File: src/rtl/booth_r4_pkg.sv
// Shared definitions for the radix-4 Booth multiplier: FSM state encodings,
// Booth digit encoding and the 3-bit recode function.
package booth_r4_pkg;

  typedef enum logic [1:0] {
    IDLE = 2'b00,
    BUSY = 2'b01,
    DONE = 2'b11
  } state_t;

  typedef enum logic [2:0] {
    ZERO = 3'd0,
    POS1 = 3'd1,
    POS2 = 3'd2,
    NEG1 = 3'd3,
    NEG2 = 3'd4
  } digit_t;

  // Window is {B[i+1], B[i], B[i-1]}; the digit weights A by -2B[i+1] + B[i] + B[i-1].
  function automatic digit_t boothRecode(input logic [2:0] window);
    case (window)
      3'b001, 3'b010: return POS1;
      3'b011:         return POS2;
      3'b100:         return NEG2;
      3'b101, 3'b110: return NEG1;
      default:        return ZERO;
    endcase
  endfunction

endpackage

File: src/rtl/booth_r4_mul_if.sv
// Handshake, operand and result bundle for booth_r4_mul.
// op_unsigned exists only when BOOTH_R4_UNSIGNED_EN is defined.
interface booth_r4_mul_if #(
  parameter int WIDTH = 64
);

  logic               op_start;
  logic               op_clear;
  logic [WIDTH-1:0]   multiplicand;
  logic [WIDTH-1:0]   multiplier;
`ifdef BOOTH_R4_UNSIGNED_EN
  logic               op_unsigned;
`endif
  logic [2*WIDTH-1:0] result;
  logic               op_done;
  logic               busy;

  modport master (
`ifdef BOOTH_R4_UNSIGNED_EN
    output op_unsigned,
`endif
    output op_start, op_clear, multiplicand, multiplier,
    input  result, op_done, busy
  );

  modport slave (
`ifdef BOOTH_R4_UNSIGNED_EN
    input  op_unsigned,
`endif
    input  op_start, op_clear, multiplicand, multiplier,
    output result, op_done, busy
  );

endinterface

File: src/rtl/booth_r4_step.sv
// One radix-4 Booth iteration: adds the recoded digit (0, +-A, +-2A) to the
// accumulator upper half. This is the only adder in the multiplier.
module booth_r4_step
  import booth_r4_pkg::*;
#(
  parameter int E = 10
) (
  input  logic [E+1:0] accHi_i,
  input  logic [E-1:0] opA_i,
  input  logic [2:0]   bits_i,
  output logic [E+1:0] accHi_o
);

  logic [E+1:0] aExt;
  logic [E+1:0] magnitude;
  logic [E+1:0] addend;
  logic         negate;

  // Subtraction is folded into the same adder as ~A with a carry-in of one.
  always_comb begin
    aExt      = {{2{opA_i[E-1]}}, opA_i};
    magnitude = '0;
    negate    = 1'b0;
    case (boothRecode(bits_i))
      POS1: magnitude = aExt;
      POS2: magnitude = aExt << 1;
      NEG1: begin
        magnitude = aExt;
        negate    = 1'b1;
      end
      NEG2: begin
        magnitude = aExt << 1;
        negate    = 1'b1;
      end
      default: magnitude = '0;
    endcase
    addend  = negate ? ~magnitude : magnitude;
    accHi_o = accHi_i + addend + {{(E+1){1'b0}}, negate};
  end

endmodule

File: src/rtl/booth_r4_mul.sv
// Iterative radix-4 Booth multiplier, two multiplier bits per cycle, 2*WIDTH product.
// Optional unsigned mode is enabled by defining BOOTH_R4_UNSIGNED_EN.
module booth_r4_mul
  import booth_r4_pkg::*;
#(
  parameter int WIDTH = 64
) (
  input  logic           clk,
  input  logic           reset_n,
  booth_r4_mul_if.slave  io
);

  localparam int E  = WIDTH + 2;
  localparam int N  = E / 2;
  localparam int CW = $clog2(N);
  localparam logic [CW-1:0] LAST_CNT = CW'(N - 1);

  state_t             state_q, state_d;
  logic [E-1:0]       opA_q, opA_d;
  logic [E+1:0]       accHi_q, accHi_d;
  logic [E-1:0]       accLo_q, accLo_d;
  logic               prevBit_q, prevBit_d;
  logic [CW-1:0]      cnt_q, cnt_d;
  logic [2*WIDTH-1:0] result_q, result_d;

  logic               extSign;
  logic [E+1:0]       stepSum;

`ifdef BOOTH_R4_UNSIGNED_EN
  assign extSign = ~io.op_unsigned;
`else
  assign extSign = 1'b1;
`endif

  booth_r4_step #(.E(E)) uStep (
    .accHi_i (accHi_q),
    .opA_i   (opA_q),
    .bits_i  ({accLo_q[1:0], prevBit_q}),
    .accHi_o (stepSum)
  );

  // accLo_q starts as the extended multiplier and fills with product bits as it shifts.
  always_comb begin
    state_d   = state_q;
    opA_d     = opA_q;
    accHi_d   = accHi_q;
    accLo_d   = accLo_q;
    prevBit_d = prevBit_q;
    cnt_d     = cnt_q;
    result_d  = result_q;
    if (io.op_clear) begin
      state_d  = IDLE;
      result_d = '0;
      cnt_d    = '0;
    end else begin
      case (state_q)
        IDLE, DONE: begin
          if (io.op_start) begin
            state_d   = BUSY;
            opA_d     = {{2{extSign & io.multiplicand[WIDTH-1]}}, io.multiplicand};
            accLo_d   = {{2{extSign & io.multiplier[WIDTH-1]}}, io.multiplier};
            accHi_d   = '0;
            prevBit_d = 1'b0;
            cnt_d     = '0;
          end
        end
        BUSY: begin
          accHi_d   = {{2{stepSum[E+1]}}, stepSum[E+1:2]};
          accLo_d   = {stepSum[1:0], accLo_q[E-1:2]};
          prevBit_d = accLo_q[1];
          cnt_d     = cnt_q + CW'(1);
          if (cnt_q == LAST_CNT) begin
            state_d  = DONE;
            result_d = {accHi_d[WIDTH-3:0], accLo_d};
          end
        end
        default: state_d = IDLE;
      endcase
    end
  end

  always_ff @(posedge clk or negedge reset_n) begin
    if (!reset_n) begin
      state_q   <= IDLE;
      opA_q     <= '0;
      accHi_q   <= '0;
      accLo_q   <= '0;
      prevBit_q <= 1'b0;
      cnt_q     <= '0;
      result_q  <= '0;
    end else begin
      state_q   <= state_d;
      opA_q     <= opA_d;
      accHi_q   <= accHi_d;
      accLo_q   <= accLo_d;
      prevBit_q <= prevBit_d;
      cnt_q     <= cnt_d;
      result_q  <= result_d;
    end
  end

  assign io.result  = result_q;
  assign io.op_done = (state_q == DONE);
  assign io.busy    = (state_q == BUSY);

endmodule

File: src/flat_wrapper.sv
// flat-port wrapper written by rule: the top's interface ports become plain ports
module booth_r4_mul_flat import booth_r4_pkg::*;
#(
  parameter int WIDTH = 64
)
  (clk, reset_n, io_op_start, io_op_clear, io_multiplicand, io_multiplier, io_result, io_op_done, io_busy);
  booth_r4_mul_if #(.WIDTH(WIDTH)) io_i ();
  input  logic clk;
  input  logic reset_n;
  input wire logic [$bits(io_i.op_start)-1:0] io_op_start;
  input wire logic [$bits(io_i.op_clear)-1:0] io_op_clear;
  input wire logic [$bits(io_i.multiplicand)-1:0] io_multiplicand;
  input wire logic [$bits(io_i.multiplier)-1:0] io_multiplier;
  output wire logic [$bits(io_i.result)-1:0] io_result;
  output wire logic [$bits(io_i.op_done)-1:0] io_op_done;
  output wire logic [$bits(io_i.busy)-1:0] io_busy;
  assign io_i.op_start = io_op_start;
  assign io_i.op_clear = io_op_clear;
  assign io_i.multiplicand = io_multiplicand;
  assign io_i.multiplier = io_multiplier;
  assign io_result = io_i.result;
  assign io_op_done = io_i.op_done;
  assign io_busy = io_i.busy;
  booth_r4_mul #(.WIDTH(WIDTH)) u_core (.clk(clk), .reset_n(reset_n), .io(io_i));
endmodule
File: config.mk
export PLATFORM = sky130hd
export DESIGN_NAME = booth_r4_mul_flat
export DESIGN_NICKNAME = d
export VERILOG_FILES = /design/src/rtl/booth_r4_pkg.sv /design/src/rtl/booth_r4_mul_if.sv /design/src/rtl/booth_r4_step.sv /design/src/rtl/booth_r4_mul.sv /design/src/flat_wrapper.sv
export SDC_FILE = /design/constraint.sdc
export NUM_CORES = 1
export LEC_CHECK = 0
export CORE_UTILIZATION = 40
export DETAILED_ROUTE_END_ITERATION = 6
export PLACE_DENSITY = 0.64
export SKIP_LAST_GASP = 1
export SYNTH_ARGS = -nofsm -noshare
export SYNTH_HDL_FRONTEND = slang
export SYNTH_SLANG_ARGS = --single-unit
File: constraint.sdc
create_clock -name clk -period 7.9 [get_ports clk]
set_clock_uncertainty 0.05 [all_clocks]
set_input_delay 0.79 -clock clk [delete_from_list [all_inputs] [get_ports clk]]
set_output_delay 0.79 -clock clk [all_outputs]
set_load 0.005 [all_outputs]
==> summary.txt, run 1 <==
Status -> completed
Drt via density -> 5.71
Worst Hold Class -> in2async
Core ar. -> 44600 um2
Syn Inst Count -> 1773
Proportion of layout cells with a drive suffix above 1 -> 0.0842
Startpoint Class -> flip-flop
Area delta synth->final -> 24.6%
Pin count of the biggest net entering global routing -> 115
Final Net Count -> 2168
Final worst path period need -> 5700 ps
Wire per inst -> 20.3 um
Critical Path Sink Type -> flip-flop
Comb pwr share -> 0.384
Via Count -> 14800
Post-synth top flop -> dfrtp_1
WL final -> 52.6 mm
Hold_buf cts -> 0
Post-synthesis area per instance -> 10.3 um2
Tcrit/Tclk final -> 0.722
Drt initial violations -> 1165
WL met2 -> 24.3 mm
Ports -> 262
Critical R2R Launch -> u_core.accLo_q[1]
Max clock buf depth -> 3
Asr flop ratio synth -> 1.00
# rows -> 77
Resized cells post-CTS -> 0
Slew @ Worst Pin -> 1370 ps
Final setup vio count -> 0
Remaining antenna violation count -> 0
Sink Count -> 333
Dpl cell area -> 21300 um2
Worst Setup SP -> u_core.accLo_q[1]
Total GRT Usage -> 0.227
First-pass GRT wire length -> 85.0 mm
Max Slew Vio Count -> 0
IR drop worst, VDD -> 142 uV
Fillers -> 4016
Clk pwr share -> 0.286
Critical path class -> reg2reg
GRT overflow -> 0
Drt pass-1 iters -> 5
Yosys reg bits -> 333
CTS clock-pin slew for the worst setup and hold paths -> 60 ps
Starting Density -> 0.408
Die span in y -> 215 um
Die X -> 215 um
Sequential area share after synthesis -> 0.458
Net switching power -> 2.66 mW
Cells after DPL -> 2514
Port bufs -> 261
WHS -> 246 ps
Critical path data arrival time -> 6070 ps
R2r setup slk -> 2200 ps
Met3 Wirelength -> 2.54 mm
Sequential share of power -> 0.330
DRC -> 0
Clk root buf -> clkbuf_16
Syn_nets -> 1977
Worst skew pair latency -> 560 ps
Leak Pwr -> 10.1 nW
Mapped Area -> 18200 um2
Gpl congestion -> 0.937
H-tree lvl count -> 2
Distinct cell type count after synthesis -> 68
Setup repair bufs after CTS -> 0
RSZ-0062 raised after global routing -> false
End-of-flow core utilization -> 0.509
CP required -> 8270 ps
Die area -> 46400 um2
Top layer in use -> met4
Yosys warns -> 0
Switch share -> 0.387
Finished Layout Cells -> 2588
FF-to-FF End -> u_core.accHi_q[62]
CTS tree -> built
CP max FO -> 42
Pint -> 4.21 mW
Rel. slew slack -> 0.0849
Post-route cell area -> 22700 um2
Fmax achieved -> 175 MHz
Initial antenna violation count -> 1
R2r worst-path depth -> 14
Total power divided by cell area -> 303 nW/um2
Setup TNS Final -> 0 ps
Wl on met1 -> 24.6 mm
Final hold vios -> 0
Max-cap violations -> 0
Vias in the first global route -> 14800
CTS Buf Count -> 40
Post-synth EDFFs -> 0
Post-DP HPWL -> 36.4 mm
Worst setup path endpoint -> u_core.accHi_q[62]
[cells in the final DEF, fill, tap and decap left out, types with 16 or more instances in the layout]
cell type | netlist | routed
nor2_1 | 47 | 44
nand2_1 | 145 | 145
clkbuf_16 | 0 | 42
xnor2_1 | 39 | 39
mux2i_1 | 64 | 64
inv_1 | 24 | 24
mux2_2 | 65 | 65
clkdlybuf4s50_1 | 0 | 260
xor2_1 | 87 | 86
nand4_1 | 26 | 26
nand3_1 | 23 | 23
buf_4 | 1 | 16
a21o_1 | 36 | 36
a22o_1 | 180 | 180
a21oi_1 | 86 | 85
dfrtp_1 | 333 | 332
o21bai_1 | 16 | 16
o21ai_0 | 187 | 187
ha_1 | 71 | 70
a22oi_1 | 64 | 64
[metal layers]
layer  GRT usage  up-vias
met1       0.321     7362
met2       0.358      395
met4      0.0669        0
met5           0        -
met3      0.0354       62
li1            -     6969
[flip-flops by register name, indices dropped and copies added (netlist names)]
register and count:
u_core.io.result 128, u_core.accHi_q 66, u_core.accLo_q 66, u_core.opA_q 64, u_core.cnt_q 6, u_core.state_q 2
u_core.prevBit_q 1
[how the worst min path moves through the flow]
stage / cells after the start / startpoint / end
detailed placement: 2 / u_core.io.result[64] / u_core.io.result[64]
global placement: 2 / u_core.io.result[64] / u_core.io.result[64]
CTS: 1 / reset_n / u_core.io.result[21]
finish: 1 / reset_n / u_core.io.result[21]
floorplan: 2 / u_core.accHi_q[63] / u_core.accHi_q[63]
global route: 1 / reset_n / u_core.io.result[21]
[cell families (layout without fill, tap and decap cells)]
logic type               count (synthesis)  after routing  share of synthesized area
AO/OA/AOI/OAI                          645            645                      0.244
flip-flops                             333            333                      0.458
multiplexers                           129            129                     0.0754
buffers and inverters                  153            375                     0.0319
adder cells (fa/ha/maj)                 72             72                     0.0499
XOR/XNOR                               126            126                     0.0606
other                                    0              1                          0
AND/OR/NAND/NOR                        315            315                     0.0806
[power groups by stage]
stage                     clock network (mW)  logic [mW]  registers [mW]
after CTS                               2.02        2.62            2.27
after global routing                    2.08        2.92            2.31
after floorplan                            0        1.95            2.17
final                                   1.97        2.64            2.27
after detailed placement                   0        2.61            2.29
after global placement                     0        2.57            2.29
[final cells by class]
class | instances | area [um2] | area share
timing repair buffer | 277 | 2740 | 0.121
antenna | 1 | 2.50 | 0.000110
tap | 592 | 741 | 0.0326
multi-input combinational | 1287 | 9370 | 0.413
inverter | 25 | 93.8 | 0.00413
clock inverter | 15 | 215 | 0.00948
clock buffer | 58 | 1200 | 0.0529
sequential | 333 | 8340 | 0.367
[cell usage after synthesis (16+ instances only)]
| master | number | area share |
|---|---|---|
| xnor2_1 | 39 | 0.019 |
| ha_1 | 71 | 0.049 |
| a22o_1 | 180 | 0.087 |
| xor2_1 | 87 | 0.042 |
| clkbuf_1 | 119 | 0.025 |
| inv_1 | 24 | 0.0049 |
| a21o_1 | 36 | 0.015 |
| nand2_1 | 145 | 0.030 |
| nand4_1 | 26 | 0.0089 |
| a21oi_1 | 86 | 0.024 |
| dfrtp_1 | 333 | 0.46 |
| mux2_2 | 65 | 0.040 |
| mux2i_1 | 64 | 0.035 |
| o21bai_1 | 16 | 0.0066 |
| nand3_1 | 23 | 0.0063 |
| o21ai_0 | 187 | 0.051 |
| a22oi_1 | 64 | 0.026 |
| nor2_1 | 47 | 0.0097 |
[worst max-delay path, stage by stage (launching register included)]
cell	delay, ps
dfrtp_4	810
inv_1	160
or3_1	890
o21ai_0	560
fa_1	310
a211oi_1	90
o21ai_1	330
o211ai_1	200
a31oi_1	490
a21oi_1	290
o41ai_1	500
o21ai_0	290
o31ai_1	360
xnor2_1	150
o21ai_0	80
[stage by stage]
step | setup WS, ps | total power [mW]
after floorplan | 3390 | 4.13
after global placement | 2380 | 4.86
after detailed placement | 2250 | 4.90
after CTS | 2200 | 6.91
after global routing | 1740 | 7.31
final | 2200 | 6.88
Power figures use the tool's default switching activity.
==> run 2, diff against run 1 <==
--- a/config.mk
+++ b/config.mk
@@ -7,7 +7,7 @@
 export LEC_CHECK = 0
 export CORE_UTILIZATION = 40
 export DETAILED_ROUTE_END_ITERATION = 6
-export PLACE_DENSITY = 0.64
+export PLACE_DENSITY = 0.66
 export SKIP_LAST_GASP = 1
 export SYNTH_ARGS = -nofsm -noshare
 export SYNTH_HDL_FRONTEND = slang
==> constraint.sdc (replaced) <==
create_clock -name clk -period 5 [get_ports clk]
set_clock_uncertainty 0.05 [all_clocks]
set_input_delay 0.5 -clock clk [delete_from_list [all_inputs] [get_ports clk]]
set_output_delay 0.5 -clock clk [all_outputs]
set_load 0.005 [all_outputs]
==> run 2 against run 1 <==
Flip-flop and latch count stayed put. Non-clock buffer count is 19 higher. Wire length is 1.1% lower. Maximum frequency is 22% higher. Critical path depth is 1 higher. Core utilization is 0.067 points higher. First-iteration DRC count is 0.52% lower. Highest routed layer unchanged.
==> summary.txt, run 2 (same netlist as run 1, synthesis figures left out) <==
Starting Density -> 0.408 (unchanged)
Wire per inst -> 20.0 um (was 20.3 um)
Status -> completed (unchanged)
CTS Buf Count -> 38 (was 40)
Met3 Wirelength -> 2.11 mm (was 2.54 mm)
IR drop worst, VDD -> 248 uV (was 142 uV)
Total power divided by cell area -> 466 nW/um2 (was 303 nW/um2)
CP required -> 5390 ps (was 8270 ps)
Startpoint Class -> flip-flop (unchanged)
Setup TNS Final -> 0 ps (unchanged)
WL final -> 52.1 mm (was 52.6 mm)
Max Slew Vio Count -> 0 (unchanged)
Fmax achieved -> 214 MHz (was 175 MHz)
Slew @ Worst Pin -> 1080 ps (was 1370 ps)
Gpl congestion -> 0.935 (was 0.937)
Total GRT Usage -> 0.226 (was 0.227)
Post-DP HPWL -> 36.9 mm (was 36.4 mm)
Crit-path cells -> buf_4 -> buf_4 -> xor2_1 -> a22oi_1 -> o21ai_0 -> ha_1 -> nand4_1 -> nor4_1 -> nand3_1 -> or3_1 -> o2111a_1 -> o311ai_1 -> a221oi_1 -> xnor2_1 -> a22o_1 (was inv_1 -> or3_1 -> o21ai_0 -> fa_1 -> a211oi_1 -> o21ai_1 -> o211ai_1 -> a31oi_1 -> a21oi_1 -> o41ai_1 -> o21ai_0 -> o31ai_1 -> xnor2_1 -> o21ai_0)
Worst Hold Depth -> 2
Final hold vios -> 0 (unchanged)
Port bufs -> 261 (unchanged)
Max-cap violations -> 0 (unchanged)
Slowest stage delay, CP -> 490 ps (was 890 ps)
Tcrit/Tclk final -> 0.936 (was 0.722)
H-tree lvl count -> 2 (unchanged)
Max clock buf depth -> 3 (unchanged)
# rows -> 77 (unchanged)
Hold Crit Endpoint -> u_core.io.result[64]
Total Power -> 10.6 mW (was 6.88 mW)
Diodes inserted -> 0 (was 1)
FF-to-FF End -> u_core.accHi_q[59] (was u_core.accHi_q[62])
CTS clock-pin slew for the worst setup and hold paths -> 60 ps (about the same)
Top layer in use -> met4 (unchanged)
Ports -> 262 (unchanged)
Sink Count -> 333 (unchanged)
Die span in y -> 215 um (unchanged)
Worst Hold Class -> reg2reg (was in2async)
Proportion of layout cells with a drive suffix above 1 -> 0.0901 (was 0.0842)
CP max FO -> 18 (was 42)
R2r worst-path depth -> 15 (was 14)
GRT overflow -> 0 (unchanged)
Via Count -> 14700 (was 14800)
Die area -> 46400 um2 (unchanged)
Core ar. -> 44600 um2 (unchanged)
Final worst path period need -> 4680 ps (was 5700 ps)
Final Net Count -> 2185 (was 2168)
Initial antenna violation count -> 0 (was 1)
Critical path class -> reg2reg (unchanged)
DRC -> 0 (unchanged)
Area delta synth->final -> 24.8% (was 24.6%)
End-of-flow core utilization -> 0.509 (about the same)
Critical path data arrival time -> 5070 ps (was 6070 ps)
Critical R2R Launch -> u_core.accLo_q[1] (unchanged)
Remaining antenna violation count -> 0 (unchanged)
Final setup vio count -> 0 (unchanged)
Worst skew pair latency -> 560 ps (about the same)
Commonest non-fill, non-tap cell in the layout -> dfrtp_1 (unchanged)
CP max stage cell -> nor4_1 (was or3_1)
R2r setup slk -> 320 ps (was 2200 ps)
Vias in the first global route -> 14800 (about the same)
Cell mode on critical path -> buf_4 (was o21ai_0)
Leak Pwr -> 10.1 nW (about the same)
Worst path top cell family by delay -> simple AND/OR/NAND/NOR gates (was compound AO/OA/AOI/OAI gates)
Clk root buf -> clkbuf_16 (unchanged)
RSZ-0062 raised after global routing -> false (unchanged)
Pin count of the biggest net entering global routing -> 96 (was 115)
WL met2 -> 24.2 mm (was 24.3 mm)
Crit path buf inv count -> 2 (was 1)
Die X -> 215 um (unchanged)
Drt initial violations -> 1159 (was 1165)
Largest register FFs -> 128 (unchanged)
WHS -> 433 ps (was 246 ps)
Critical Path Sink Type -> flip-flop (unchanged)
Worst hold start -> u_core.io.result[64]
First-pass GRT wire length -> 84.1 mm (was 85.0 mm)
Rel. slew slack -> 0.277 (was 0.0849)
CTS tree -> built (unchanged)
Commonest cells after routing, fill and taps aside -> 332 x dfrtp_1, 260 x clkdlybuf4s50_1, 186 x o21ai_0 (was 332 x dfrtp_1, 260 x clkdlybuf4s50_1, 187 x o21ai_0)
Drt via density -> 5.66 (was 5.71)
Wl on met1 -> 24.5 mm (was 24.6 mm)
Drt pass-1 iters -> 6 (was 5)
-- run 2: changes by cell type in the layout (fill, tap and decap cells not counted), moves of 3 or more --
cell        previous run  this run
bufinv_16              5         2
clkbuf_16             42        38
buf_4                 16        29
clkinv_2               8         5
clkinvlp_4             0         4
buf_12                 0         5
-- run 2: area by class of cell --
cell class | count | area [um2]
Multi-Input combinational cell | 1287 | 9370
Fill cell | 4076 | 21900
Clock inverter | 14 | 149
Tap cell | 592 | 741
Timing Repair Buffer | 296 | 2950
Clock buffer | 53 | 1090
Sequential cell | 333 | 8340
Inverter | 25 | 93.8
-- run 2: per-layer routing --
layer  GRT usage  vias to the layer above
met2       0.355                      347
li1            -                     7006
met1       0.319                     7296
met4      0.0730                        0
met5           0                        -
met3      0.0326                       57
-- run 2: how the worst max path moves through the flow --
stage	start	endpoint	cells after the start
2_1_floorplan	u_core.accLo_q[1]	u_core.accHi_q[52]	17
3_3_place_gp	u_core.prevBit_q	u_core.accHi_q[57]	13
3_5_place_dp	u_core.prevBit_q	u_core.accHi_q[63]	15
4_1_cts	u_core.prevBit_q	u_core.accHi_q[63]	15
5_1_grt	u_core.accLo_q[1]	u_core.accHi_q[59]	15
6_report	u_core.accLo_q[1]	u_core.accHi_q[59]	15
-- run 2: tightest hold or removal path, stage by stage (launching register included) --
cell	delay, ps
dfrtp_1	340
nand2_1	50
o21ai_0	60
-- run 2: per-stage QoR --
stage	worst slack (ps)	instance area (um2)	cells
3_3_place_gp	417	21400	2527
2_1_floorplan	489	18200	1773
4_1_cts	240	22700	2595
5_1_grt	77.7	22700	2600
6_report	321	22700	2600
3_5_place_dp	270	21400	2527
-- run 2: power by group --
group          internal (mW)  switching [mW]
clock network           1.63            1.14
registers               3.13           0.435
logic                   1.66            2.60
-- run 2: repair_timing --
action / in CTS / in global routing
hold endpoints to repair: 89 / 0
setup endpoints to repair: 0 / 5
hold buffers: 1 / 0
buffers inserted: 0 / 5
resized for setup: 0 / 2
